$ cat src/rtl/score_keeper.sv
// Runner game session sequencer: run/pause/over state, BCD survival score,
// session high score and difficulty level, all advanced on the 100 ms game tick.
module score_keeper #(
  parameter int unsigned RESTART_CODE = 17,
  parameter int unsigned START_CODE   = 16,
  parameter int unsigned LEVEL_TICKS  = 50,
  parameter int unsigned MAX_LEVEL    = 10
) (
  input  logic        clk_100ms,
  input  logic        reset,
  input  logic [4:0]  key_code,
  input  logic        pause,
  input  logic        gameover,
  output logic [1:0]  state,
  output logic [15:0] score_bcd,
  output logic [15:0] hiscore_bcd,
  output logic [3:0]  level,
  output logic        new_record
);

  localparam int unsigned TICK_W = (LEVEL_TICKS > 1) ? $clog2(LEVEL_TICKS) : 1;

  typedef enum logic [1:0] {
    IDLE   = 2'd0,
    RUN    = 2'd1,
    PAUSED = 2'd2,
    OVER   = 2'd3
  } state_e;

  state_e              state_q, state_d;
  logic [15:0]         score_q, score_d;
  logic [15:0]         hiscore_q, hiscore_d;
  logic [3:0]          level_q, level_d;
  logic [TICK_W-1:0]   tick_q, tick_d;
  logic                new_record_q, new_record_d;
  logic                restart_c, start_c, record_c;

  // Four-digit BCD increment that sticks at 9999 instead of wrapping.
  function automatic logic [15:0] bcd_inc(input logic [15:0] v);
    logic [15:0] r;
    logic        carry;
    r     = v;
    carry = 1'b1;
    if (v != 16'h9999) begin
      for (int i = 0; i < 4; i++) begin
        if (carry) begin
          if (r[4*i +: 4] == 4'd9) begin
            r[4*i +: 4] = 4'd0;
          end else begin
            r[4*i +: 4] = r[4*i +: 4] + 4'd1;
            carry       = 1'b0;
          end
        end
      end
    end
    return r;
  endfunction

  assign restart_c = (key_code == 5'(RESTART_CODE));
  assign start_c   = (key_code == 5'(START_CODE));
  // Valid BCD orders the same as plain binary, so a straight compare suffices.
  assign record_c  = (score_q > hiscore_q);

  always_ff @(posedge clk_100ms) begin
    if (reset) begin
      state_q      <= IDLE;
      score_q      <= '0;
      hiscore_q    <= '0;
      level_q      <= '0;
      tick_q       <= '0;
      new_record_q <= 1'b0;
    end else begin
      state_q      <= state_d;
      score_q      <= score_d;
      hiscore_q    <= hiscore_d;
      level_q      <= level_d;
      tick_q       <= tick_d;
      new_record_q <= new_record_d;
    end
  end

  always_comb begin
    state_d      = state_q;
    score_d      = score_q;
    hiscore_d    = hiscore_q;
    level_d      = level_q;
    tick_d       = tick_q;
    new_record_d = new_record_q;

    if (restart_c) begin
      state_d      = RUN;
      score_d      = '0;
      level_d      = '0;
      tick_d       = '0;
      new_record_d = 1'b0;
    end else begin
      unique case (state_q)
        IDLE: begin
          if (start_c) begin
            state_d = RUN;
            score_d = '0;
            level_d = '0;
            tick_d  = '0;
          end
        end
        RUN: begin
          if (gameover) begin
            state_d      = OVER;
            new_record_d = record_c;
            if (record_c) hiscore_d = score_q;
          end else if (pause) begin
            state_d = PAUSED;
          end else begin
            score_d = bcd_inc(score_q);
            if (tick_q == TICK_W'(LEVEL_TICKS - 1)) begin
              tick_d = '0;
              if (level_q != 4'(MAX_LEVEL)) level_d = level_q + 4'd1;
            end else begin
              tick_d = tick_q + TICK_W'(1);
            end
          end
        end
        PAUSED: begin
          if (gameover) begin
            state_d      = OVER;
            new_record_d = record_c;
            if (record_c) hiscore_d = score_q;
          end else if (!pause) begin
            state_d = RUN;
          end
        end
        OVER: begin
        end
        default: state_d = IDLE;
      endcase
    end
  end

  assign state       = state_q;
  assign score_bcd   = score_q;
  assign hiscore_bcd = hiscore_q;
  assign level       = level_q;
  assign new_record  = new_record_q;

endmodule

$ cat config.mk
export PLATFORM = sky130hd
export DESIGN_NAME = score_keeper
export DESIGN_NICKNAME = d
export VERILOG_FILES = /design/src/rtl/score_keeper.sv
export SDC_FILE = /design/constraint.sdc
export NUM_CORES = 1
export LEC_CHECK = 0
export ABC_AREA = 1
export BUFFER_PORTS_ARGS = -buffer_cell sky130_fd_sc_hd__buf_2
export CORE_UTILIZATION = 35
export DETAILED_ROUTE_END_ITERATION = 8
export GPL_TIMING_DRIVEN = 0
export REMOVE_ABC_BUFFERS = 1
export SLEW_MARGIN = 20
export SYNTH_ARGS = -nofsm -noshare
export SYNTH_HDL_FRONTEND = slang
export SYNTH_SLANG_ARGS = --single-unit
$ cat constraint.sdc
create_clock -name clk_100ms -period 4.38 [get_ports clk_100ms]
set_clock_uncertainty 0.1 [all_clocks]
set_input_delay 0.219 -clock clk_100ms [delete_from_list [all_inputs] [get_ports clk_100ms]]
set_output_delay 0.219 -clock clk_100ms [all_outputs]
set_load 0.05 [all_outputs]
==> impl_metrics.json, run 1 <==
{
  "crit_top_cell": "o21ai_0",
  "grt_usage": 0.164,
  "wl_um": 6980,
  "start_util": 0.368,
  "r2r_start": "state[0]$_SDFFE_PP0P_",
  "hold_viol": 0,
  "ctsResizeCount": 0,
  "critPathLaunch": "state[0]$_SDFFE_PP0P_",
  "final_util": 0.417,
  "crit_type": "reg2reg",
  "h-tree-depth": 2,
  "power.density_cell_area_mw_per_mm2": 780,
  "path_cells": "ha_1 -> inv_1 -> a21oi_1 -> o21ai_0 -> nand2_1 -> nor2_1 -> o21ai_0 -> a31oi_1",
  "p_total_mw": 2.71,
  "clk_latency_ps": 300,
  "p_leak_nw": 1.65,
  "synthesis.instances": 456,
  "setup_viol": 0,
  "vias": 2888,
  "crit_fanout": 18,
  "place.gp.congestion": 0.797,
  "cts_buffer_depth": 2,
  "synth_cell_types": 35,
  "chipWidth_um": 95.7,
  "antenna_cells": 0,
  "slew_violations": 0,
  "hp-class": "in2reg",
  "overflow": 0,
  "io_pins": 48,
  "drt_iter0_drc": 107,
  "rrSetupSlack_ps": 1970,
  "die_y_um": 95.7,
  "fillers": 912,
  "clkTransAtPathRegs_ps": 80,
  "rr_endpoint": "state[1]$_SDFFE_PP0P_",
  "rsz0062_at_grt": "no",
  "grt_pass1_wl_um": 11900,
  "portBuffers": 47,
  "status": "finished, final reports clean",
  "clock-sinks": 45,
  "p_int_mw": 1.14,
  "avgSynthCellArea_um2": 6.73,
  "cp_top_family": "adder cells",
  "timing.final.crit_share": 0.550,
  "clock-root-buffer": "clkbuf_8",
  "antenna_found_initial": 0,
  "drive_gt1_frac": 0.163,
  "viasPerCell": 4.75,
  "synth_seq_cells": 45,
  "seq_area_um2": 901,
  "cp.depth": 8,
  "cts.hold.buffers_added": 1,
  "synth-seq-area-share": 0.293,
  "crit_slowest_cell": "ha_1",
  "rows": 33,
  "multiInputGateArea_mm2": 0.00179,
  "timing.setup.tns_ps": 0,
  "crit_end": "state[1]$_SDFFE_PP0P_",
  "end_kind": "register",
  "route.antenna.remaining_nets": 0,
  "grt_max_degree": 20,
  "synth_area_mm2": 0.00307,
  "nNetsFinal": 540,
  "ys.warnings.count": 0,
  "critical_path_required_ps": 4460,
  "die_area_mm2": 0.00915,
  "dr.pass1.iters": 4,
  "wire_per_inst_um": 11.5,
  "dp.cells": 599,
  "syn_to_final_growth_pct": 13.3,
  "rr_worst_depth": 8,
  "switchingPower_mw": 1.57,
  "grt_pass1_vias": 2572,
  "ir_drop_v": 0.000403,
  "slowest_delay_ps": 700,
  "tightest_slew_ps": 784,
  "post-route-min-period_ps": 2410,
  "seqPwrFrac": 0.226,
  "cp.buffers_inverters": 1,
  "post-route-drc-count": 0,
  "cts_tree": "built",
  "startpoint_type": "register",
  "max_slew_margin": 0.477,
  "hpwl_um": 5340,
  "core_region_area_mm2": 0.00834,
  "layout.cells.non_filler": 608,
  "comb_power_share": 0.666,
  "maxCapViolCount": 0,
  "clkPwrFrac": 0.107,
  "swShare": 0.579,
  "worstPathArrival_ps": 2490,
  "max_freq_mhz": 415,
  "cts_inserted_buffers": 5,
  "cts_setup_buffers": 0
}
through the flow:
stage,hold slack (ps),worst slack (ps),instance area [um2]
2_1_floorplan,188,2070,3000
3_3_place_gp,317,2030,3370
3_5_place_dp,323,2020,3370
4_1_cts,143,1980,3480
5_1_grt,147,1750,3480
6_report,155,1970,3480
worst register-to-register path, delay by kind of cell (launching register included):
kind	cells	cell delay (ps)
AO/OA/AOI/OAI	4	530
adder cells (fa/ha/maj)	1	700
buffers and inverters	1	420
flip-flops	1	410
AND/OR/NAND/NOR	2	160
layout by cell type, fill, tap and decap left out, drive strengths merged:
cell type	synthesis	final
nand2	112	112
inv	82	82
nor2	58	58
buf	6	47
dfxtp	45	45
a21oi	31	31
nand3	31	31
ha	29	29
nand4	23	23
o21ai	15	15
clkbuf	3	7
nor3	7	7
xor2	3	3
a31oi	3	3
xnor2	2	2
clkinv	1	2
or2	2	2
a21o	1	1
a211oi	1	1
o311ai	1	1
dlygate4sd3	0	1
power by group through the flow:
stage | sequential [mW] | combinational [mW] | clock [mW]
floorplan | 0.961 | 1.07 | 0
global placement | 0.623 | 1.80 | 0
detailed placement | 0.626 | 1.82 | 0
CTS | 0.616 | 1.83 | 0.302
global route | 0.634 | 2.03 | 0.317
finish | 0.614 | 1.81 | 0.291
worst min-delay path by stage:
stage,start,endpoint,slack (ps),depth (start not counted)
2_1_floorplan,reset,state[0]$_SDFFE_PP0P_,190,1
3_3_place_gp,reset,state[0]$_SDFFE_PP0P_,320,2
3_5_place_dp,reset,state[0]$_SDFFE_PP0P_,320,2
4_1_cts,gameover,state[1]$_SDFFE_PP0P_,140,3
5_1_grt,gameover,state[1]$_SDFFE_PP0P_,150,3
6_report,gameover,state[1]$_SDFFE_PP0P_,150,3
Yosys cell counts, drive strengths merged:
cell type  number  area, um2
nand2         112        445
or2             2       12.5
nor3            7       40.0
nor2           58        274
o21ai          15       75.1
clkbuf          3       21.3
clkinv          1       3.75
nand4          23        144
xor2            3       26.3
nand3          31        178
a211oi          1       7.51
xnor2           2       17.5
o311ai          1       8.76
a31oi           3       18.8
a21oi          31        170
buf             6       48.8
inv            82        308
a21o            1       7.51
dfxtp          45        901
ha             29        363
metal layers:
layer | vias up | wire [um] | global-route usage
met5 | - | 0 | 0
met3 | 4 | 254 | 0.0295
met1 | 1292 | 3420 | 0.213
li1 | 1552 | - | -
met4 | 0 | 46 | 0.0336
met2 | 40 | 3250 | 0.282
kinds of logic (layout without fill, tap and decap cells):
kind of cell / after synthesis / count (layout) / synth area share
buf+inv: 92 / 139 / 0.124
fa+ha+maj: 29 / 29 / 0.118
xor+xnor: 5 / 5 / 0.0143
compound gates: 52 / 52 / 0.0937
flops: 45 / 45 / 0.293
simple gates: 233 / 233 / 0.356
sequential cells by signal (all words and copies together) (netlist names):
name,flops
hiscore_bcd,16
level,4
new_record,1
score_bcd,16
state,2
tick_q,6
final cells by class:
class                      instances  share of cell area
clock inverter                     1             0.00144
clock buffer                       7              0.0277
sequential                        45               0.259
inverter                          83              0.0896
timing repair buffer              48              0.0705
tap                              105              0.0378
multi-input combinational        319               0.514
Power figures use the tool's default switching activity.
==> run 2, diff against run 1 <==
- clock period: 4.38 -> 2.1 ns (I/O delays scaled with it)
==> run 2 against run 1 <==
Effect of this change: critical path depth shrank 1; sequential share of layout area shrank 0.70 points; setup slack got worse by 1800 ps.
==> impl_metrics.json, run 2 (synthesis gave the netlist of run 1 again) <==
{
  "nNetsFinal": 546,
  "grt_usage": 0.167,
  "crit_type": "in2reg",
  "grt_pass1_vias": 2592,
  "place_area_mm2": 0.00337,
  "critPathLaunch": "reset",
  "rr_endpoint": "hiscore_bcd[3]$_SDFFE_PP0P_",
  "drive_gt1_frac": 0.194,
  "clk_latency_ps": 300,
  "core_region_area_mm2": 0.00834,
  "hold_viol": 0,
  "drt_iter0_drc": 101,
  "clkTransAtPathRegs_ps": 90,
  "grt_use_met3": 0.0295,
  "setup_viol": 0,
  "chipWidth_um": 95.7,
  "io_pins": 48,
  "status": "finished, final reports clean",
  "clock-root-buffer": "clkbuf_8",
  "viasPerCell": 4.78,
  "crit_fanout": 17,
  "die_y_um": 95.7,
  "worstPathArrival_ps": 2050,
  "die_area_mm2": 0.00915,
  "post-route-drc-count": 0,
  "max_slew_margin": 0.619,
  "end_kind": "register",
  "cts_inserted_buffers": 5,
  "timing.final.crit_share": 0.928,
  "tightest_slew_ps": 568,
  "post-route-min-period_ps": 1950,
  "start_util": 0.368,
  "antenna_found_initial": 0,
  "holdPathEnd": "state[1]$_SDFFE_PP0P_",
  "hp-class": "in2reg",
  "clock-sinks": 45,
  "slew_violations": 0,
  "startpoint_type": "primary input",
  "cts_buffer_depth": 2,
  "rows": 33,
  "met2_usage": 0.288,
  "rr_worst_depth": 12,
  "final_cell_mix": "nand2_1 (105), inv_1 (77), buf_2 (47)",
  "use_met1": 0.219,
  "syn_to_final_growth_pct": 17.2,
  "hpwl_um": 5340,
  "busiest_layer": "met2",
  "wire_per_inst_um": 11.8,
  "dr.pass1.iters": 4,
  "critical_path_required_ps": 2200,
  "grt_max_degree": 21,
  "route.antenna.remaining_nets": 0,
  "vias": 2933,
  "overflow": 0,
  "h-tree-depth": 2,
  "stdcell_area_mm2": 0.00360,
  "cts_tree": "built",
  "place.gp.congestion": 0.797,
  "r2r_start": "hiscore_bcd[15]$_SDFFE_PP0P_",
  "hold_depth": 3,
  "max_freq_mhz": 513,
  "holdCritStartpoint": "gameover",
  "rrSetupSlack_ps": 160,
  "portBuffers": 47,
  "final_common_cell": "nand2_1",
  "maxCapViolCount": 0,
  "grt_pass1_wl_um": 12100,
  "wl_um": 7240,
  "antenna_cells": 0
}
run 2: cell count changes in the layout (fill, tap and decap cells not counted), sizes merged:
| cell | change |
|---|---|
| buf | +4 |
| nand2 | +1 |
| nand3 | +1 |
run 2: metrics by stage:
stage               hold WS, ps  utilization  TNS, ps  cells  setup slack (ps)
finish                     37.7        0.432        0    614               151
global placement            203        0.404    -3540    599              -251
CTS                        29.1        0.422        0    611              21.5
global route               32.3        0.432    -17.1    614             -8.17
floorplan                  74.4            -    -3270    447              -208
detailed placement          209        0.404    -4160    599              -264
run 2: worst max path at each step:
stage and end:
3_5_place_dp state[1]$_SDFFE_PP0P_, 4_1_cts score_bcd[9]$_SDFFE_PP0P_, 6_report score_bcd[8]$_SDFFE_PP0P_, 5_1_grt hiscore_bcd[14]$_SDFFE_PP0P_
3_3_place_gp state[1]$_SDFFE_PP0P_, 2_1_floorplan state[1]$_SDFFE_PP0P_
run 2: layout make-up:
type                    instances  area, um2
fillers                       903       4740
multi-input cells             321       1850
flip-flops and latches         45        907
inverters                      83        312
repair buffers                 52        300
well taps                     105        131
clock buffers                   7       96.3
clock inverters                 1       5.00
run 2: what timing repair did:
action | in CTS | in global routing
buffers inserted | 2 | 2
resized for setup | 4 | 11
gates cloned | 1 | 1
endpoints found under the hold margin | 1 | 0
setup endpoints to repair | 43 | 40
pin swaps | 3 | 1
hold buffers | 1 | 0
run 2: layer usage:
layer	vias to the layer above	routed length [um]	share of wire
met3	4	263	0.036
met4	0	49	0.0068
met1	1324	3520	0.49
met5	-	0	0
met2	43	3410	0.47
li1	1562	-	-
run 2: worst max-delay path: stages:
cell and delay (ps):
dlygate4sd3_1 520, buf_2 130, clkinv_1 460, nand2_4 410
inv_1 210, nand2_1 150, nor2_1 60
Power of run 2 is left out: the tool's default activity adds up to more than one toggle a clock period on the data nets, which glitch-free logic cannot reach.
==> run 3, diff against run 2 <==
- clock period: 2.1 -> 1.7 ns (I/O delays scaled with it)
==> run 3 against run 2 <==
Effect of this change: the run now ends with negative setup slack left; die area stayed put; sequential cell count stayed put; hold slack worse by 30 ps; setup slack worse by 260 ps; critical path type is now reg2reg.
==> impl_metrics.json, run 3 (synthesis gave the netlist of run 1 again) <==
{
  "status": "finished, violations left",
  "violations": "negative setup slack",
  "cts_inserted_buffers": 5,
  "max_freq_mhz": 554,
  "grt_max_degree": 21,
  "grt_pass1_vias": 2959,
  "clock-sinks": 45,
  "cp.buffers_inverters": 2,
  "dr.pass1.iters": 4,
  "chipWidth_um": 95.7,
  "grt_usage": 0.188,
  "post-route-min-period_ps": 1810,
  "rows": 33,
  "die_y_um": 95.7,
  "max_slew_margin": 0.641,
  "hp-class": "in2reg",
  "drive_gt1_frac": 0.470,
  "vias": 3216,
  "core_region_area_mm2": 0.00834,
  "hpwl_um": 5340,
  "drt_iter0_drc": 153,
  "clkTransAtPathRegs_ps": 90,
  "final_common_cell": "nand2_1",
  "antenna_found_initial": 0,
  "syn_to_final_growth_pct": 46.2,
  "nNetsFinal": 584,
  "fin_ws_ps": -106,
  "place.gp.congestion": 0.797,
  "h-tree-depth": 2,
  "timing.final.crit_share": 1.06,
  "die_area_mm2": 0.00915,
  "cts_tree": "built",
  "critical_path_required_ps": 1830,
  "hold_viol": 0,
  "tightest_slew_ps": 535,
  "fillers": 797,
  "wl_um": 8430,
  "final_util": 0.538,
  "portBuffers": 47,
  "route.antenna.remaining_nets": 0,
  "overflow": 0,
  "cts_buffer_depth": 2,
  "antenna_cells": 0,
  "wire_per_inst_um": 12.9,
  "path_cells": "ha_4 -> nand2_4 -> nor2_4 -> nand2_4 -> inv_2 -> nand2_4 -> nand2_8 -> nand3_4 -> nand2_1 -> inv_1 -> nor2_1",
  "viasPerCell": 4.93,
  "cp_top_family": "simple AND/OR/NAND/NOR gates",
  "post-route-drc-count": 0,
  "maxCapViolCount": 0,
  "crit_fanout": 8,
  "slew_violations": 0,
  "clk_latency_ps": 300,
  "setup_viol": 28,
  "grt_pass1_wl_um": 13500,
  "clock-root-buffer": "clkbuf_8",
  "crit_slowest_cell": "dfxtp_4",
  "worstPathArrival_ps": 1940,
  "start_util": 0.368,
  "final_cell_mix": "nand2_1 (81), buf_2 (47), inv_1 (43), nor2_1 (43), buf_4 (34)",
  "startpoint_type": "register",
  "io_pins": 48,
  "end_kind": "register",
  "crit_top_cell": "nand2_4",
  "rsz0062_at_grt": "yes",
  "crit_type": "reg2reg",
  "slowest_delay_ps": 380
}
## run 3: what timing repair did
action                                  4_1_cts  5_1_grt
gates cloned                                  2        0
pin swaps                                    53       43
resized for setup                           136       55
endpoints found under the setup margin       45       44
setup buffers                                25       17
hold buffers                                  1        0
hold endpoints to repair                      1        0
## run 3: worst paths after layout
| kind | from | end | slack (ps) | depth (start not counted) |
|---|---|---|---|---|
| hold / removal | gameover | state[1]$_SDFFE_PP0P_ | 8 | 3 |
| setup reg to reg | score_bcd[15]$_SDFFE_PP0P_ | hiscore_bcd[14]$_SDFFE_PP0P_ | -110 | 11 |
| setup / recovery | score_bcd[15]$_SDFFE_PP0P_ | hiscore_bcd[14]$_SDFFE_PP0P_ | -110 | 11 |
| hold reg to reg | new_record$_SDFFE_PP0P_ | new_record$_SDFFE_PP0P_ | 390 | 2 |
## run 3: metrics by stage
| stage | setup TNS [ps] | setup slack [ps] | cell area [um2] | hold slack, ps | instances |
|---|---|---|---|---|---|
| 3_3_place_gp | -21210 | -651 | 3370 | 183 | 599 |
| 4_1_cts | -1670 | -100 | 4170 | 1.15 | 635 |
| 2_1_floorplan | -20860 | -608 | 3000 | 54.4 | 447 |
| 3_5_place_dp | -21880 | -664 | 3370 | 189 | 599 |
| 6_report | -1660 | -106 | 4490 | 7.60 | 652 |
| 5_1_grt | -5650 | -216 | 4490 | 4.52 | 652 |
## run 3: cell type report
| class | count | area (um2) | share of cell area |
|---|---|---|---|
| clock buffer | 7 | 96.3 | 0.0215 |
| clock inverter | 1 | 5.00 | 0.00112 |
| inverter | 83 | 330 | 0.0736 |
| timing repair buffer | 91 | 632 | 0.141 |
| sequential | 45 | 982 | 0.219 |
| tap | 105 | 131 | 0.0293 |
| multi-input combinational | 320 | 2310 | 0.515 |
## run 3: routing by layer
metal | routed length, um | track usage | up-vias
met3 | 331 | 0.0295 | 17
met1 | 3750 | 0.233 | 1475
met4 | 171 | 0.0485 | 0
met5 | 0 | 0 | -
met2 | 4180 | 0.335 | 77
li1 | - | - | 1647
## run 3: worst min-delay path, delay by kind of cell
family                 cells  cell delay [ps]
and+or+nand+nor            1               80
buffers and inverters      1              130
AOI/OAI and AO/OA          1               80
Power of run 3 is left out for the same reason.
